## src/rtl/conv_stream_pkg.sv

```systemverilog
// conv_stream_pkg: shared state encoding and saturating arithmetic for the streaming conv block
package conv_stream_pkg;

    typedef enum logic [1:0] {S_LOADF, S_IN, S_MAC, S_OUT} state_t;

    // Wide enough to hold a full-precision product of two 32-bit operands
    typedef logic signed [63:0] wide_t;

    function automatic wide_t sat_max(input int w);
        return (wide_t'(1) <<< (w - 1)) - wide_t'(1);
    endfunction

    function automatic wide_t sat_min(input int w);
        return -sat_max(w) - wide_t'(1);
    endfunction

    function automatic wide_t sat_clamp(input wide_t v, input int w);
        return v > sat_max(w) ? sat_max(w) : (v < sat_min(w) ? sat_min(w) : v);
    endfunction

    function automatic wide_t sat_mul(input wide_t a, input wide_t b, input int w);
        return sat_clamp(a * b, w);
    endfunction

    function automatic wide_t sat_add(input wide_t a, input wide_t b, input int w);
        return sat_clamp(a + b, w);
    endfunction

endpackage

```

## src/rtl/conv1d_stream_p_lane.sv

```systemverilog
// conv_sat_lane: one saturating product plus one saturating add into the running partial sum
module conv_sat_lane
    import conv_stream_pkg::*;
#(
    parameter int T = 16
) (
    input  logic signed [T-1:0] a,
    input  logic signed [T-1:0] b,
    input  logic signed [T-1:0] prod_in,
    input  logic signed [T-1:0] psum_in,
    output logic signed [T-1:0] prod,
    output logic signed [T-1:0] psum_out
);

    assign prod     = T'(sat_mul(wide_t'(a), wide_t'(b), T));
    assign psum_out = T'(sat_add(wide_t'(psum_in), wide_t'(prod_in), T));

endmodule

```

## src/rtl/conv1d_stream_p.sv

```systemverilog
// conv1d_stream_p: streaming valid-mode 1-D correlation with loadable filter and P saturating MAC lanes
module conv1d_stream_p
    import conv_stream_pkg::*;
#(
    parameter int T      = 16,
    parameter int SIZE_F = 4,
    parameter int SIZE_X = 16,
    parameter int P      = 1,
    parameter int RELU   = 1
) (
    input  logic                clk,
    input  logic                reset,
    input  logic signed [T-1:0] x_data,
    input  logic                x_valid,
    output logic                x_ready,
    input  logic signed [T-1:0] f_data,
    input  logic                f_valid,
    output logic                f_ready,
    output logic signed [T-1:0] y_data,
    output logic                y_valid,
    input  logic                y_ready,
    output logic                y_last
);

    localparam int K  = SIZE_F / P;
    localparam int FW = $clog2(SIZE_F + 1);
    localparam int XW = $clog2(SIZE_X + 1);
    localparam int MW = $clog2(K + 2);

    state_t state, state_nx;
    logic signed [T-1:0] coef [SIZE_F];
    logic signed [T-1:0] win [SIZE_F];
    logic signed [T-1:0] ops_x [SIZE_F];
    logic signed [T-1:0] ops_f [SIZE_F];
    logic signed [T-1:0] prod_r [P];
    logic signed [T-1:0] prod_c [P];
    logic signed [T-1:0] chain [P+1];
    logic signed [T-1:0] acc;
    logic [FW-1:0] fcnt, wcnt, wcnt_inc;
    logic [XW-1:0] xcnt;
    logic [MW-1:0] mcnt;
    logic f_xfer, x_xfer, y_xfer, boundary;

    assign f_xfer   = f_valid && f_ready;
    assign x_xfer   = x_valid && x_ready;
    assign y_xfer   = y_valid && y_ready;
    assign boundary = xcnt == '0;
    assign wcnt_inc = (wcnt == FW'(SIZE_F)) ? wcnt : wcnt + 1'b1;
    assign chain[0] = acc;

    for (genvar l = 0; l < P; l++) begin : g_lane
        conv_sat_lane #(.T(T)) u_lane (
            .a        (ops_x[l]),
            .b        (ops_f[l]),
            .prod_in  (prod_r[l]),
            .psum_in  (chain[l]),
            .prod     (prod_c[l]),
            .psum_out (chain[l+1])
        );
    end

    // State register
    always_ff @(posedge clk or posedge reset) begin
        if (reset) state <= S_LOADF;
        else       state <= state_nx;
    end

    // Next-state logic; a pending filter at a frame boundary wins over x
    always_comb begin
        state_nx = state;
        case (state)
            S_LOADF: if (f_xfer && fcnt == FW'(SIZE_F - 1)) state_nx = S_IN;
            S_IN:    if (boundary && f_valid) state_nx = S_LOADF;
                     else if (x_xfer && wcnt_inc == FW'(SIZE_F)) state_nx = S_MAC;
            S_MAC:   if (mcnt == MW'(K + 1)) state_nx = S_OUT;
            S_OUT:   if (y_xfer) state_nx = S_IN;
            default: state_nx = S_LOADF;
        endcase
    end

    // Handshake outputs; x_ready is withheld at a boundary so a reload is not raced by x
    always_comb begin
        f_ready = state == S_LOADF;
        x_ready = state == S_IN && !(boundary && f_valid);
        y_valid = state == S_OUT;
        y_last  = state == S_OUT && xcnt == XW'(SIZE_X);
    end

    // Coefficient load, sliding window, operand issue shifter, product stage, accumulator, result
    always_ff @(posedge clk or posedge reset) begin
        if (reset) begin
            for (int i = 0; i < SIZE_F; i++) begin
                coef[i]  <= '0;
                win[i]   <= '0;
                ops_x[i] <= '0;
                ops_f[i] <= '0;
            end
            for (int i = 0; i < P; i++) prod_r[i] <= '0;
            fcnt   <= '0;
            wcnt   <= '0;
            xcnt   <= '0;
            mcnt   <= '0;
            acc    <= '0;
            y_data <= '0;
        end else begin
            if (f_xfer) begin
                for (int i = 0; i < SIZE_F; i++) if (fcnt == FW'(i)) coef[i] <= f_data;
                fcnt <= (fcnt == FW'(SIZE_F - 1)) ? '0 : fcnt + 1'b1;
            end
            if (x_xfer) begin
                for (int i = 0; i < SIZE_F - 1; i++) begin
                    win[i]   <= win[i+1];
                    ops_x[i] <= win[i+1];
                end
                win[SIZE_F-1]   <= x_data;
                ops_x[SIZE_F-1] <= x_data;
                for (int i = 0; i < SIZE_F; i++) ops_f[i] <= coef[i];
                xcnt <= xcnt + 1'b1;
                wcnt <= wcnt_inc;
                mcnt <= '0;
                acc  <= '0;
            end
            if (state == S_MAC) begin
                mcnt <= mcnt + 1'b1;
                if (mcnt < MW'(K)) begin
                    for (int i = 0; i < P; i++) prod_r[i] <= prod_c[i];
                    for (int i = 0; i < SIZE_F - P; i++) begin
                        ops_x[i] <= ops_x[i+P];
                        ops_f[i] <= ops_f[i+P];
                    end
                end
                if (mcnt != '0 && mcnt <= MW'(K)) acc <= chain[P];
                if (mcnt == MW'(K + 1)) y_data <= (RELU != 0 && acc < 0) ? '0 : acc;
            end
            if (y_xfer && y_last) begin
                xcnt <= '0;
                wcnt <= '0;
            end
        end
    end

endmodule

```

## config.mk

```make
export PLATFORM = sky130hd
export DESIGN_NAME = conv1d_stream_p
export DESIGN_NICKNAME = d
export VERILOG_FILES = /design/src/rtl/conv_stream_pkg.sv /design/src/rtl/conv1d_stream_p_lane.sv /design/src/rtl/conv1d_stream_p.sv
export SDC_FILE = /design/constraint.sdc
export NUM_CORES = 1
export LEC_CHECK = 0
export BUFFER_PORTS_ARGS = -buffer_cell sky130_fd_sc_hd__buf_2
export CORE_UTILIZATION = 58
export CTS_CLUSTER_DIAMETER = 80
export DETAILED_ROUTE_END_ITERATION = 7
export PLACE_DENSITY_LB_ADDON = 0.2
export SYNTH_ARGS = -nofsm -noshare
export SYNTH_HDL_FRONTEND = slang
export SYNTH_SLANG_ARGS = --single-unit
```

## constraint.sdc

```tcl
create_clock -name clk -period 7.7 [get_ports clk]
set_input_delay 0 -clock clk [delete_from_list [all_inputs] [get_ports clk]]
set_output_delay 0 -clock clk [all_outputs]
set_load 0.01 [all_outputs]
```

==> results of run 1 <==
[critical path, stage by stage (launching register included)]
cell and delay (ns):
dfrtp_1 0.59, and2_1 0.29, fa_1 0.53, inv_1 0.05, fa_1 0.47, inv_1 0.05, fa_1 0.50, inv_1 0.05
fa_1 0.56, fa_1 0.43, fa_1 0.49, inv_1 0.04, ha_1 0.36, a21oi_1 0.16, o21ai_0 0.15, a21o_2 0.24
a221o_2 0.47, xor2_1 0.18, nor3b_1 0.23, nor4b_2 0.24, nand4_1 0.13, o41a_1 0.59, o31a_2 0.40
[final cells by class]
| class | count | area, um2 | area share |
|---|---|---|---|
| Timing Repair Buffer | 125 | 903 | 0.0364 |
| Clock inverter | 17 | 194 | 0.00782 |
| Clock buffer | 40 | 870 | 0.0351 |
| Tap cell | 518 | 648 | 0.0261 |
| Inverter | 312 | 1170 | 0.0474 |
| Multi-Input combinational cell | 1666 | 13800 | 0.557 |
| Sequential cell | 287 | 7180 | 0.290 |
[layer usage]
layer  up-vias  wire length (um)  GRT usage  share of wire
met5         -                 0          0              0
met4         0              1820     0.0953          0.036
met3       108              2270     0.0346          0.045
met2       399             23900      0.442           0.47
met1      8114             22600      0.369           0.45
li1       7580                 -          -              -
[flip-flops by register name (all words and copies together) (netlist names)]
signal  cells
acc        16
coef       64
fcnt        3
mcnt        3
ops_f      64
ops_x      64
prod_r     16
state       2
wcnt        3
win        32
xcnt        5
y_data     15
[cells by family after synthesis]
logic type | Yosys count | share of synthesized area
flops | 287 | 0.317
mux | 85 | 0.0421
simple gates | 891 | 0.174
compound gates | 258 | 0.0771
other cells | 1 | 0.000166
fa+ha+maj | 377 | 0.296
buf+inv | 421 | 0.0732
xor+xnor | 54 | 0.0209
[timing repair]
item,4_1_cts,5_1_grt
buffers inserted,0,0
endpoints found under the setup margin,0,14
gates resized for setup,0,3
hold endpoints to repair,149,0
hold buffers,36,0
[cell usage in the layout, fill, tap and decap left out, types with 33 or more instances in the layout]
cell type	synthesis	final
inv_1	312	311
xnor2_1	39	39
a21oi_1	39	38
nor2_1	122	122
a31oi_1	85	85
buf_4	1	33
dlygate4sd3_1	0	36
ha_1	114	114
mux2_2	82	82
dfrtp_1	287	285
nand2_1	537	536
and2_1	130	129
buf_2	1	55
fa_1	263	263
o21ai_0	44	44
[how the worst max path moves through the flow]
stage | slack [ns] | end | cells past startpoint
final | 0.37 | prod_r[12]$_DFFE_PP0P_ | 22
after global routing | 0.04 | prod_r[12]$_DFFE_PP0P_ | 21
after CTS | 0.37 | prod_r[12]$_DFFE_PP0P_ | 21
after detailed placement | 0.37 | prod_r[12]$_DFFE_PP0P_ | 21
after global placement | 0.44 | prod_r[12]$_DFFE_PP0P_ | 21
after floorplan | 0.86 | prod_r[0]$_DFFE_PP0P_ | 23
[metrics by stage]
| stage | hold WS, ns | cells |
|---|---|---|
| floorplan | 0.0940 | 2374 |
| global placement | 0.192 | 2872 |
| detailed placement | 0.195 | 2872 |
| CTS | 0.140 | 2965 |
| global route | 0.161 | 2965 |
| finish | 0.156 | 2965 |
==> run summary, run 1 <==
Status - completed
Required time worst endpoint - 8.15 ns
Synth Register Bits - 287
Worst Path Max Fanout - 17
Max-cap violation count - 0
Cts bufs inserted - 31
H-tree depth - 1
Syn Nets - 2788
Post-DP Area - 0.0234 mm2
CP endpoint kind - register
Post-route ant nets - 0
Worst reg-to-reg path cell count - 22
Design Area, Final - 0.0248 mm2
Hold EP - ops_x[10]$_DFFE_PP0P_
Clk slew on worst S/H paths - 0.06 ns
Die Area - 0.0398 mm2
Layout Area Growth over Synthesis - 9.52%
HP Class - input pin to register
Pre-CTS setup slack - 0.375 ns
Arrival time worst endpoint - 7.78 ns
EDFF count, synth - 0
Clk sinks - 287
I/O Pins - 57
Filler cell count - 3197
Largest net degree at the start of global routing - 156
Tmin final - 7.33 ns
Synth cell count leaders - nand2_1, inv_1, dfrtp_1
Mapped cell area - 0.0226 mm2
Initial antenna violation count - 1
WL per Instance - 17.1 um
Async set or reset register ratio after synthesis - 1.00
Yosys cell types - 73
Top cell type's share of synthesized area - 0.317
First-pass GRT wire length - 85.0 mm
CTS Root Cell - clkbuf_16
CTS tree - built
Final period util - 0.952
Vias after detailed routing - 16200
Via-to-Cell Ratio - 5.46
WL final - 50.7 mm
Fraction of layout cells with a size suffix above 1 - 0.105
R2R Setup Slk - 0.37 ns
Die Width - 200 um
RSZ-0062 raised after global routing - no
Syn Inst Count - 2374
Critical Path Source Type - register
Hold Path Cell Cnt - 4
GRT overflow - 0
Final hold viol count - 0
Die height - 200 um
Average size of a mapped cell - 9.54 um2
Clk Latency, worst-skew pair - 0.56 ns
Worst-margin pin slew - 1.12 ns
Starting Density - 0.587
Most frequent cell after synthesis - nand2_1
HPWL Detailed - 38.2 mm
Setup slack after layout - 0.373 ns
Reg-to-Reg Start - ops_f[52]$_DFF_PP0_
Share of the yosys chip area belonging to registers - 0.317
Synth warn - 0
Synth area leaders - dfrtp_1, fa_1, nand2_1, ha_1, inv_1
Max clock buf depth - 3
IO Port Bufs - 55
Fin util - 0.643
Post-synth top area cell - dfrtp_1
Final Slew Violations - 0
Max Clk Rate - 0.136 GHz
First drt pass iteration count - 6
Gp weighted congestion - 0.909
Total core area - 0.0386 mm2
FF-to-FF End - prod_r[12]$_DFFE_PP0P_
Setup TNS - 0 ns
Final setup violation count - 0
Drt initial violations - 1109
Worst Clk Skew - 0.0105 ns
Critical path origin - ops_f[52]$_DFF_PP0_
GRT Total Usage - 0.269
Final nets - 2837
Crit Path Class - register to register
Slew HR - 0.248
Vias in the first global route - 16800
Antenna diode count - 0
DRC viols - 0
HP Start - x_data[10]
Rows - 72
Synth Flop Type - dfrtp_1
Power of run 1 is left out: the tool's default activity adds up to more than one toggle a clock period on the data nets, which glitch-free logic cannot reach.
==> run 2, diff against run 1 <==
Settings changed: CORE_UTILIZATION 58 to 60, CTS_BUF_LIST from default to sky130_fd_sc_hd__clkbuf_8.
==> run 2 against run 1 <==
Utilization up 2.5 points. Cell count grew 0.30%. Wire length up 2.3%. First-iteration DRC count down 18%. Sequential share of layout area is 0.19 points higher.
==> run summary, run 2 (synthesis results as in run 1) <==
Reg-to-Reg Start - ops_f[52]$_DFF_PP0_
Slew HR - 0.204 (-0.0446)
Final setup violation count - 0 (unchanged)
RSZ-0062 raised after global routing - no
GRT Total Usage - 0.285 (+0.0153)
Final Slew Violations - 0 (unchanged)
WL per Instance - 17.4 um (+2.0%)
Vias after detailed routing - 16400 (+1.1%)
R2R Setup Slk - 0.35 ns (-0.02 ns)
Max Clk Rate - 0.136 GHz (-0.33%)
H-tree depth - 2 (+1)
Gp weighted congestion - 0.935 (+2.8%)
HP Class - input pin to register
Post-route ant nets - 0 (unchanged)
First-pass GRT wire length - 86.8 mm (+2.1%)
GRT overflow - 0 (unchanged)
Layout Area Growth over Synthesis - 8.80%
Clk sinks - 287 (unchanged)
Fraction of layout cells with a size suffix above 1 - 0.107 (+0.00226)
Worst Path Max Fanout - 17 (unchanged)
Starting Density - 0.614 (+0.0268)
Clk Latency, worst-skew pair - 0.64 ns (+0.08 ns)
FF-to-FF End - prod_r[10]$_DFFE_PP0P_
Die height - 196 um (-1.7%)
Clk slew on worst S/H paths - 0.06 ns (about the same)
Die Width - 196 um (-1.7%)
Antenna diode count - 0 (unchanged)
Max clock buf depth - 3 (unchanged)
Final nets - 2853 (+0.56%)
IO Port Bufs - 55 (unchanged)
Arrival time worst endpoint - 7.86 ns (+0.08 ns)
Max-cap violation count - 0 (unchanged)
Final hold viol count - 0 (unchanged)
Critical Path Source Type - register
Worst Clk Skew - 0.0412 ns (+0.0307 ns)
Required time worst endpoint - 8.21 ns (+0.06 ns)
Vias in the first global route - 17100 (+1.3%)
CP endpoint kind - register
HPWL Detailed - 38.5 mm (+0.68%)
First drt pass iteration count - 6 (unchanged)
Critical Path End - prod_r[10]$_DFFE_PP0P_
Crit Path Class - register to register
Status - completed
Drt initial violations - 907 (-18%)
I/O Pins - 57 (unchanged)
Via-to-Cell Ratio - 5.51 (+0.84%)
Most frequent cells in the layout - nand2_1, inv_1, dfrtp_1, fa_1, and2_1
Setup TNS - 0 ns (unchanged)
Initial antenna violation count - 1 (unchanged)
Largest registers - coef (64), ops_f (64), ops_x (64)
Worst-margin pin slew - 1.19 ns (+0.0708 ns)
Cts bufs inserted - 48 (+55%)
Worst reg-to-reg path cell count - 22 (unchanged)
Die Area - 0.0385 mm2 (-3.3%)
Filler cell count - 2950 (-7.7%)
Final period util - 0.955 (+0.00318)
Commonest non-fill, non-tap cell in the layout - nand2_1
DRC viols - 0 (unchanged)
CTS tree - built
Largest net degree at the start of global routing - 174 (+12%)
CTS Root Cell - clkbuf_8
WL final - 51.8 mm (+2.3%)
Total core area - 0.0369 mm2 (-4.4%)
Rows - 70 (-2.8%)
Critical path origin - ops_f[52]$_DFF_PP0_
Tmin final - 7.35 ns (+0.0245 ns)
# Post-CTS Setup Buffers - 0 (unchanged)
## run 2: cell types whose count changed in the layout (fill, tap and decap cells not counted), moves of 3 or more
cell	delta
clkbuf_1	-3
clkbuf_16	-31
bufinv_16	-3
clkinv_2	-7
inv_1	+17
clkbuf_8	+52
## run 2: layer usage
layer | global-route usage | share of wire
met1 | 0.380 | 0.44
met2 | 0.466 | 0.47
met3 | 0.0578 | 0.058
met4 | 0.0972 | 0.031
met5 | 0 | 0.00023
## run 2: final cells by class
| class | instances | area [um2] | area share |
|---|---|---|---|
| inverters | 312 | 1170 | 0.0477 |
| clock buffers | 58 | 798 | 0.0324 |
| well taps | 504 | 631 | 0.0256 |
| multi-input cells | 1666 | 13800 | 0.561 |
| repair buffers | 124 | 896 | 0.0364 |
| flip-flops and latches | 287 | 7180 | 0.292 |
| clock inverters | 23 | 131 | 0.00533 |
## run 2: worst max-delay path, stage by stage, from the launching register on
cell and delay (ns):
dfrtp_1 0.58, and2_1 0.29, fa_1 0.53, inv_1 0.05
fa_1 0.46, fa_1 0.52, inv_1 0.06, fa_1 0.51
fa_1 0.49, inv_1 0.05, fa_1 0.47, inv_1 0.04
ha_1 0.35, a21oi_1 0.44, o211ai_1 0.19, a221oi_2 0.38
nand2_2 0.16, a211oi_2 0.26, o31ai_1 0.12, a21oi_2 0.15
xnor2_1 0.09, o41a_1 0.64, o31a_2 0.41
## run 2: worst min path at each step
stage	start	to	slack, ns	depth (start not counted)
after floorplan	f_valid	fcnt[2]$_DFFE_PP0P_	0.09	1
after global placement	x_data[7]	ops_x[7]$_DFFE_PP0P_	0.19	3
after detailed placement	x_data[12]	ops_x[12]$_DFFE_PP0P_	0.19	3
after CTS	x_data[10]	ops_x[10]$_DFFE_PP0P_	0.08	4
after global routing	x_data[8]	ops_x[8]$_DFFE_PP0P_	0.12	4
final	x_data[9]	ops_x[9]$_DFFE_PP0P_	0.12	4
## run 2: through the flow
| stage | instances | hold slack [ns] | setup slack [ns] | instance area (um2) | utilization |
|---|---|---|---|---|---|
| CTS | 2974 | 0.0752 | 0.333 | 24600 | 0.668 |
| global placement | 2857 | 0.191 | 0.427 | 23300 | 0.633 |
| finish | 2974 | 0.116 | 0.348 | 24600 | 0.668 |
| detailed placement | 2857 | 0.194 | 0.354 | 23300 | 0.633 |
| floorplan | 2374 | 0.0940 | 0.862 | 22600 | - |
| global route | 2974 | 0.115 | 0.00236 | 24600 | 0.668 |
## run 2: repair_timing
| action | 4_1_cts | 5_1_grt |
|---|---|---|
| setup endpoints to repair | 0 | 12 |
| endpoints found under the hold margin | 131 | 0 |
| hold buffers | 36 | 0 |
| gates resized for setup | 0 | 2 |
Power of run 2 is left out for the same reason.
